### config.mk
export PLATFORM = sky130hd
export DESIGN_NAME = life_array_param
export DESIGN_NICKNAME = d
export VERILOG_FILES = /design/src/rtl/life_array_param.sv
export SDC_FILE = /design/constraint.sdc
export NUM_CORES = 2
export LEC_CHECK = 0
export BUFFER_PORTS_ARGS = -buffer_cell sky130_fd_sc_hd__clkbuf_2
export CORE_ASPECT_RATIO = 1.2
export CORE_MARGIN = 3
export CORE_UTILIZATION = 50
export CTS_CLUSTER_DIAMETER = 200
export DETAILED_ROUTE_END_ITERATION = 8
export PLACE_DENSITY = 0.69
export SLEW_MARGIN = 0
export SYNTH_ARGS = -nofsm -noshare
export SYNTH_HDL_FRONTEND = slang
export SYNTH_SLANG_ARGS = --single-unit
### constraint.sdc
create_clock -name clk -period 29.1 [get_ports clk]
set_input_delay 2.91 -clock clk [delete_from_list [all_inputs] [get_ports clk]]
set_output_delay 2.91 -clock clk [all_outputs]
set_load 0.01 [all_outputs]
### src/rtl/life_array_param.sv
// ROWS x COLS B3/S23 Game-of-Life array: row load/readback, previous-generation snapshot, edge ports, optional torus wrap.
// Write or step takes effect on the next clk edge (1 clock latency); no backpressure, a command is accepted every cycle.
module life_array_param #(
   parameter int ROWS  = 16,
   parameter int COLS  = 16,
   parameter int SEL_W = $clog2(ROWS),
   parameter int GEN_W = 16
) (
   input  logic             clk,
   input  logic             reset,
   input  logic [COLS-1:0]  vali,
   input  logic [SEL_W-1:0] vali_selector,
   input  logic             write_enb,
   input  logic [SEL_W-1:0] valo_selector,
   output logic [COLS-1:0]  valo,
   output logic [COLS-1:0]  valo_prev,
   input  logic             step,
   input  logic             wrap_mode,
   input  logic [COLS-1:0]  ni,
   input  logic [COLS-1:0]  si,
   input  logic [ROWS-1:0]  wi,
   input  logic [ROWS-1:0]  ei,
   input  logic             nwi,
   input  logic             nei,
   input  logic             sei,
   input  logic             swi,
   output logic [COLS-1:0]  no,
   output logic [COLS-1:0]  so,
   output logic [ROWS-1:0]  wo,
   output logic [ROWS-1:0]  eo,
   output logic             nwo,
   output logic             neo,
   output logic             seo,
   output logic             swo,
   output logic [GEN_W-1:0] generation,
   output logic             stable
);

   logic [ROWS-1:0][COLS-1:0] cur;
   logic [ROWS-1:0][COLS-1:0] prev;
   logic [ROWS-1:0][COLS-1:0] nxt;

   // Array surrounded by a one-cell halo, so every cell sees the same 3x3 window.
   logic [ROWS+1:0][COLS+1:0] pad;

   always_comb begin : halo
      pad = '0;
      for (int r = 0; r < ROWS; r++) begin
         pad[r+1][COLS:1] = cur[r];
         pad[r+1][0]      = wrap_mode ? cur[r][COLS-1] : wi[r];
         pad[r+1][COLS+1] = wrap_mode ? cur[r][0]      : ei[r];
      end
      pad[0][COLS:1]      = wrap_mode ? cur[ROWS-1]         : ni;
      pad[ROWS+1][COLS:1] = wrap_mode ? cur[0]              : si;
      pad[0][0]           = wrap_mode ? cur[ROWS-1][COLS-1] : nwi;
      pad[0][COLS+1]      = wrap_mode ? cur[ROWS-1][0]      : nei;
      pad[ROWS+1][COLS+1] = wrap_mode ? cur[0][0]           : sei;
      pad[ROWS+1][0]      = wrap_mode ? cur[0][COLS-1]      : swi;
   end

   always_comb begin : rule
      logic [3:0] cnt;
      cnt = '0;
      nxt = '0;
      for (int r = 0; r < ROWS; r++) begin
         for (int c = 0; c < COLS; c++) begin
            cnt = '0;
            for (int dr = 0; dr < 3; dr++) begin
               for (int dc = 0; dc < 3; dc++) begin
                  if (dr != 1 || dc != 1) begin
                     cnt = cnt + 4'(pad[r+dr][c+dc]);
                  end
               end
            end
            nxt[r][c] = (cnt == 4'd3) || (pad[r+1][c+1] && (cnt == 4'd2));
         end
      end
   end

   // Selector compare per row: out-of-range selectors match nothing and read as 0.
   always_comb begin : readback
      valo      = '0;
      valo_prev = '0;
      for (int r = 0; r < ROWS; r++) begin
         if (valo_selector == SEL_W'(r)) begin
            valo      = cur[r];
            valo_prev = prev[r];
         end
      end
   end

   always_comb begin : edges
      wo = '0;
      eo = '0;
      for (int r = 0; r < ROWS; r++) begin
         wo[r] = cur[r][0];
         eo[r] = cur[r][COLS-1];
      end
   end

   assign no  = cur[0];
   assign so  = cur[ROWS-1];
   assign nwo = cur[0][0];
   assign neo = cur[0][COLS-1];
   assign seo = cur[ROWS-1][COLS-1];
   assign swo = cur[ROWS-1][0];

   // A write in the same cycle as a step takes priority and suppresses the evolution.
   always_ff @(posedge clk or posedge reset) begin
      if (reset) begin
         cur        <= '0;
         prev       <= '0;
         generation <= '0;
         stable     <= 1'b0;
      end else if (write_enb) begin
         for (int r = 0; r < ROWS; r++) begin
            if (vali_selector == SEL_W'(r)) begin
               cur[r] <= vali;
            end
         end
         stable <= 1'b0;
      end else if (step) begin
         prev       <= cur;
         cur        <= nxt;
         generation <= generation + GEN_W'(1);
         stable     <= (nxt == cur);
      end
   end

endmodule

==> flow_results.xml, run 1 <==
<?xml version="1.0" encoding="UTF-8"?>
<metrics>
  <group name="status">
    <metric name="run_status" unit="">did not finish</metric>
    <metric name="haltStage" unit="">global routing (5_1_grt)</metric>
    <metric name="flow.first_error" unit="">[ERROR GRT-0116] Global routing finished with congestion. Check the congestion regions in the DRC Viewer.</metric>
  </group>
  <group name="synthesis">
    <metric name="sequential_element_share_of_the_synthesized_area" unit="%">17.7</metric>
    <metric name="yosysWarnings" unit="">0</metric>
    <metric name="netlist-cell-type-count" unit="">84</metric>
    <metric name="cell_type_with_the_largest_total_area_after_synthesis" unit="">sky130_fd_sc_hd__fa_1</metric>
    <metric name="synth-async-reset-ratio" unit="%">100</metric>
    <metric name="synth_area_per_cell" unit="µm²">9.06</metric>
    <metric name="synth_fp_nets" unit="">10125</metric>
    <metric name="post_synth_main_area_contributors" unit="">sky130_fd_sc_hd__fa_1 27%, sky130_fd_sc_hd__dfrtp_1 18%, sky130_fd_sc_hd__ha_1 13%</metric>
    <metric name="synth_edf_count" unit="">0</metric>
    <metric name="postSynthCellCount" unit="">8235</metric>
    <metric name="postSynth.topFlopCell" unit="">sky130_fd_sc_hd__dfrtp_1</metric>
    <metric name="yosys.area.top_type_share" unit="%">27.5</metric>
    <metric name="synthesis.area" unit="mm²">0.0746</metric>
    <metric name="ys_seq_elements" unit="">529</metric>
  </group>
  <group name="clock_network">
    <metric name="cts.sink_count" unit="">529</metric>
    <metric name="cts_resized" unit="">0</metric>
    <metric name="cts-buffers-inserted" unit="">75</metric>
    <metric name="root_driver" unit="">sky130_fd_sc_hd__clkbuf_16</metric>
    <metric name="hold_buffers" unit="">0</metric>
    <metric name="cts_max_path_buffers" unit="">3</metric>
    <metric name="cts_post_setup_buffers_inserted" unit="">0</metric>
    <metric name="htree_num_levels" unit="">3</metric>
  </group>
  <group name="floorplan">
    <metric name="die_height" unit="µm">429</metric>
    <metric name="start_util" unit="%">50.6</metric>
    <metric name="floorplan.rows" unit="">154</metric>
    <metric name="die_w" unit="µm">359</metric>
    <metric name="floorplan.io_pins" unit="">214</metric>
  </group>
  <group name="grt">
    <metric name="first_global_vias" unit="">82375</metric>
    <metric name="overflow_left_after_global_routing" unit="">47</metric>
    <metric name="pin_count_of_the_biggest_net_entering_global_routing" unit="">200</metric>
    <metric name="globalRouteTotalUtil" unit="%">73.7</metric>
    <metric name="grt_pass1_wl" unit="µm">766000</metric>
  </group>
  <group name="place">
    <metric name="gp_routability_congestion" unit="">1.32</metric>
    <metric name="detailedPlacementHpwl" unit="µm">426000</metric>
    <metric name="place_inst" unit="">10444</metric>
    <metric name="pre_cts_ws" unit="ns">18.79</metric>
    <metric name="port_buffers" unit="">213</metric>
  </group>
</metrics>
-- cells in the mapped netlist (14+ instances only) --
cell / n
sky130_fd_sc_hd__a2111oi_0: 26
sky130_fd_sc_hd__a211oi_1: 127
sky130_fd_sc_hd__a21boi_0: 27
sky130_fd_sc_hd__a21o_1: 20
sky130_fd_sc_hd__a21oi_1: 388
sky130_fd_sc_hd__a221oi_1: 52
sky130_fd_sc_hd__a222oi_1: 17
sky130_fd_sc_hd__a22oi_1: 122
sky130_fd_sc_hd__a2bb2oi_1: 39
sky130_fd_sc_hd__and3_1: 47
sky130_fd_sc_hd__and4_1: 63
sky130_fd_sc_hd__buf_1: 26
sky130_fd_sc_hd__buf_2: 21
sky130_fd_sc_hd__buf_4: 64
sky130_fd_sc_hd__clkbuf_1: 197
sky130_fd_sc_hd__dfrtp_1: 529
sky130_fd_sc_hd__fa_1: 1024
sky130_fd_sc_hd__ha_1: 769
sky130_fd_sc_hd__inv_1: 1312
sky130_fd_sc_hd__mux2_2: 14
sky130_fd_sc_hd__mux2i_1: 106
sky130_fd_sc_hd__mux4_2: 18
sky130_fd_sc_hd__nand2_1: 716
sky130_fd_sc_hd__nand2b_1: 35
sky130_fd_sc_hd__nand3_1: 123
sky130_fd_sc_hd__nand3b_1: 66
sky130_fd_sc_hd__nand4_1: 113
sky130_fd_sc_hd__nand4b_1: 79
sky130_fd_sc_hd__nor2_1: 429
sky130_fd_sc_hd__nor2b_1: 34
sky130_fd_sc_hd__nor3_1: 119
sky130_fd_sc_hd__nor3b_1: 20
sky130_fd_sc_hd__nor4_1: 103
sky130_fd_sc_hd__o2111ai_1: 41
sky130_fd_sc_hd__o211ai_1: 32
sky130_fd_sc_hd__o21a_1: 89
sky130_fd_sc_hd__o21ai_0: 847
sky130_fd_sc_hd__o221ai_1: 29
sky130_fd_sc_hd__o22ai_1: 104
sky130_fd_sc_hd__or3_1: 15
sky130_fd_sc_hd__or4_1: 14
-- metal layers --
layer	GRT overflow	track usage [%]
met2	26	87.0
met5	0	36.9
met1	0	75.5
met4	21	71.0
met3	0	59.7
-- per-stage QoR --
stage	area, µm²	util [%]
3_5_place_dp	79900	54.2
2_1_floorplan	74600	-
3_3_place_gp	79900	54.2
4_1_cts	82600	56.0
-- kinds of logic after synthesis --
logic type	share of synthesized area, %
xor+xnor	0.176
flops	17.7
simple gates	13.4
fa+ha+maj	40.4
compound gates	17.6
buf+inv	8.51
mux	2.18
==> run 2, diff against run 1 <==
--- a/config.mk
+++ b/config.mk
@@ -6,12 +6,10 @@
 export NUM_CORES = 2
 export LEC_CHECK = 0
 export BUFFER_PORTS_ARGS = -buffer_cell sky130_fd_sc_hd__clkbuf_2
-export CORE_ASPECT_RATIO = 1.2
 export CORE_MARGIN = 3
-export CORE_UTILIZATION = 50
-export CTS_CLUSTER_DIAMETER = 200
+export CORE_UTILIZATION = 35
 export DETAILED_ROUTE_END_ITERATION = 8
-export PLACE_DENSITY = 0.69
+export PLACE_DENSITY_LB_ADDON = 0.15
 export SLEW_MARGIN = 0
 export SYNTH_ARGS = -nofsm -noshare
 export SYNTH_HDL_FRONTEND = slang
==> flow_results.xml, run 2 <==
<?xml version="1.0" encoding="UTF-8"?>
<metrics>
  <group name="status">
    <metric name="run_status" unit="">finished with violations</metric>
    <metric name="violations_in_the_final_reports" unit="">max-capacitance violations, max-slew violations</metric>
  </group>
  <group name="cells_and_area">
    <metric name="layout-area-overhead-vs-synth" unit="%">14.1</metric>
    <metric name="regMostFlops" unit="">prev</metric>
    <metric name="reg_top3" unit="">prev: 256 flops, cur: 196 flops</metric>
    <metric name="max_reg_flops" unit="">256</metric>
    <metric name="layout.cells.most_common_list" unit="">1288 x sky130_fd_sc_hd__inv_1, 1024 x sky130_fd_sc_hd__fa_1, 826 x sky130_fd_sc_hd__o21ai_0</metric>
    <metric name="drive_above_1_share" unit="%">11.3</metric>
    <metric name="fillerInstances" unit="">21258</metric>
    <metric name="leading_cell_type_in_the_layout_fill_and_taps_excluded" unit="">sky130_fd_sc_hd__inv_1</metric>
    <metric name="design.final.nets" unit="">10547</metric>
  </group>
  <group name="sta">
    <metric name="final_max_slew_viol_count" unit="">25</metric>
    <metric name="max_freq" unit="MHz">92.3</metric>
    <metric name="tns" unit="ns">0</metric>
    <metric name="timing.max_slew.rel_slack" unit="%">-10.5</metric>
    <metric name="fin_worst_skew" unit="ns">0.0324</metric>
    <metric name="slew_at_the_pin_closest_to_its_max_slew_limit" unit="ns">1.65</metric>
    <metric name="post-route-period-util" unit="%">37.2</metric>
    <metric name="final_setup_vio_count" unit="">0</metric>
    <metric name="finalHoldViolations" unit="">0</metric>
    <metric name="finalWorstPathRequiredPeriod" unit="ns">10.83</metric>
    <metric name="setup_repair_after_global_routing_missed_its_margin" unit="">no</metric>
  </group>
  <group name="synthesis">
    <metric name="synth_fp_nets" unit="">10125</metric>
    <metric name="synth_area_per_cell" unit="µm²">9.06</metric>
    <metric name="postSynth.topFlopCell" unit="">sky130_fd_sc_hd__dfrtp_1</metric>
    <metric name="ys_seq_elements" unit="">529</metric>
    <metric name="postSynthCellCount" unit="">8235</metric>
    <metric name="synth_edf_count" unit="">0</metric>
    <metric name="synthesis.area" unit="mm²">0.0746</metric>
    <metric name="yosys.area.top_type_share" unit="%">27.5</metric>
    <metric name="cell_type_with_the_largest_total_area_after_synthesis" unit="">sky130_fd_sc_hd__fa_1</metric>
    <metric name="netlist-cell-type-count" unit="">84</metric>
    <metric name="yosysWarnings" unit="">0</metric>
    <metric name="synth.most_common_cell" unit="">sky130_fd_sc_hd__inv_1</metric>
    <metric name="synth.top_cells.by_count" unit="">1312 x sky130_fd_sc_hd__inv_1, 1024 x sky130_fd_sc_hd__fa_1, 847 x sky130_fd_sc_hd__o21ai_0</metric>
    <metric name="synth-async-reset-ratio" unit="%">100</metric>
    <metric name="sequential_element_share_of_the_synthesized_area" unit="%">17.7</metric>
    <metric name="post_synth_main_area_contributors" unit="">sky130_fd_sc_hd__fa_1 27%, sky130_fd_sc_hd__dfrtp_1 18%, sky130_fd_sc_hd__ha_1 13%</metric>
  </group>
  <group name="place">
    <metric name="port_buffers" unit="">213</metric>
    <metric name="gp_routability_congestion" unit="">1.22</metric>
    <metric name="detailedPlacementHpwl" unit="µm">495000</metric>
  </group>
  <group name="clock_network">
    <metric name="htree_num_levels" unit="">3</metric>
    <metric name="hold_buffers" unit="">0</metric>
    <metric name="root_driver" unit="">sky130_fd_sc_hd__clkbuf_16</metric>
    <metric name="cts_post_setup_buffers_inserted" unit="">0</metric>
    <metric name="clkTransAtPathRegs" unit="ns">0.05</metric>
    <metric name="clk-insertion-delay-late" unit="ns">0.79</metric>
    <metric name="cts_max_path_buffers" unit="">3</metric>
    <metric name="tritoncts" unit="">done</metric>
    <metric name="cts-buffers-inserted" unit="">83</metric>
    <metric name="cts.sink_count" unit="">529</metric>
    <metric name="cts_resized" unit="">0</metric>
  </group>
  <group name="routing">
    <metric name="vias_per_cell" unit="">6.90</metric>
    <metric name="detail-route-antenna-nets" unit="">0</metric>
    <metric name="drt-wirelength-per-cell" unit="µm">52.0</metric>
    <metric name="drt_pass1_iterations" unit="">7</metric>
    <metric name="detailroute.via_count" unit="">80588</metric>
    <metric name="drc_violation_count_after_routing" unit="">0</metric>
    <metric name="totalWireLength" unit="µm">608000</metric>
    <metric name="detail_route.iter0.violations" unit="">13863</metric>
  </group>
  <group name="grt">
    <metric name="pin_count_of_the_biggest_net_entering_global_routing" unit="">128</metric>
    <metric name="antenna_found_initial" unit="">179</metric>
    <metric name="globalRouteMet1Util" unit="%">63.6</metric>
    <metric name="grt_pass1_wl" unit="µm">766000</metric>
    <metric name="globalRouteTotalUtil" unit="%">54.5</metric>
    <metric name="grtUsageMet2" unit="%">70.6</metric>
    <metric name="grt-busiest-layer" unit="">met2</metric>
    <metric name="gr-usage-met3" unit="%">28.4</metric>
    <metric name="first_global_vias" unit="">73102</metric>
    <metric name="overflow_left_after_global_routing" unit="">0</metric>
  </group>
  <group name="floorplan">
    <metric name="floorplan.rows" unit="">168</metric>
    <metric name="die_height" unit="µm">468</metric>
    <metric name="die_w" unit="µm">468</metric>
    <metric name="start_util" unit="%">35.4</metric>
    <metric name="die_outline_area" unit="mm²">0.219</metric>
    <metric name="floorplan.io_pins" unit="">214</metric>
    <metric name="core-area" unit="mm²">0.211</metric>
  </group>
  <group name="worst_setup_path">
    <metric name="timing.critical_path.fanout_max" unit="">38</metric>
    <metric name="worstSetupStartpointType" unit="">primary input</metric>
    <metric name="setup.worst_path.class" unit="">primary input to output port</metric>
    <metric name="arr_time_crit_path" unit="ns">7.92</metric>
    <metric name="required" unit="ns">26.19</metric>
    <metric name="reg2regPathDepth" unit="">15</metric>
    <metric name="setup.worst_path.end_class" unit="">output port</metric>
  </group>
  <group name="min_path">
    <metric name="whs_path_depth" unit="">1</metric>
    <metric name="min-delay-path-class" unit="">flip-flop to flip-flop</metric>
  </group>
  <group name="run">
    <metric name="maxCapViolations" unit="">11</metric>
  </group>
</metrics>
-- run 2: cell counts after synthesis --
No cell type changed its count.
-- run 2: logic make-up (layout without fill, tap and decap cells) --
kind of cell,after synthesis,count (layout),synth area share [%]
adder cells (fa/ha/maj),1793,1793,40.4
AND/OR/NAND/NOR,2023,2023,13.4
AO/OA/AOI/OAI,2115,2115,17.6
buffers and inverters,1622,2114,8.51
XOR/XNOR,15,15,0.176
multiplexers,138,138,2.18
flip-flops,529,529,17.7
other,0,145,0
-- run 2: metal layers --
| layer | wire (µm) | part of all wire (%) |
|---|---|---|
| met4 | 69600 | 11 |
| met2 | 229000 | 38 |
| met1 | 215000 | 35 |
| met5 | 418 | 0.069 |
| met3 | 93700 | 15 |
-- run 2: final timing paths --
check,startpoint,to,slack [ns]
worst max-delay path,valo_selector[0],valo_prev[13],18.27
max in group asynchronous,reset,eo[7],23.71
worst min-delay path,generation[15],generation[15],0.47
worst max register to register,cur[94],stable,20.74
min in group asynchronous,reset,no[12],2.29
worst min register to register,generation[15],generation[15],0.47
-- run 2: area by class of cell --
cell class	instances	area (µm²)	share of cell area [%]
Antenna cell	145	363	0.426
Clock buffer	112	2390	2.80
Clock inverter	43	629	0.739
Inverter	1314	4940	5.81
Multi-Input combinational cell	6084	55700	65.4
Sequential cell	529	13200	15.5
Tap cell	2805	3510	4.12
Timing Repair Buffer	645	4380	5.15
-- run 2: stage by stage --
step / std cells / cell area (µm²) / hold slack, ns / worst slack, ns / util, %
after floorplan: 8235 / 74600 / 0.443 / 11.41 / -
after global placement: 11369 / 81600 / 0.456 / 18.62 / 38.7
after detailed placement: 11374 / 81700 / 0.465 / 18.65 / 38.8
after CTS: 11529 / 84700 / 0.474 / 18.74 / 40.2
after global routing: 11547 / 84800 / 0.494 / 18.40 / 40.2
final: 11677 / 85100 / 0.473 / 18.27 / 40.4
-- run 2: critical path, cell delays in order --
cell and delay, ns:
sky130_fd_sc_hd__buf_6 0.13, sky130_fd_sc_hd__inv_2 0.83, sky130_fd_sc_hd__nand2_1 0.60, sky130_fd_sc_hd__nor2_2 0.79, sky130_fd_sc_hd__buf_4 0.32, sky130_fd_sc_hd__a222oi_1 0.18
sky130_fd_sc_hd__a22oi_1 0.21, sky130_fd_sc_hd__nor2_1 0.05, sky130_fd_sc_hd__a2111oi_0 0.90, sky130_fd_sc_hd__a21oi_1 0.34, sky130_fd_sc_hd__o22ai_1 0.34, sky130_fd_sc_hd__clkbuf_2 0.19
Power of run 2 is left out: the tool's default activity adds up to more than one toggle a clock period on the data nets, which glitch-free logic cannot reach.
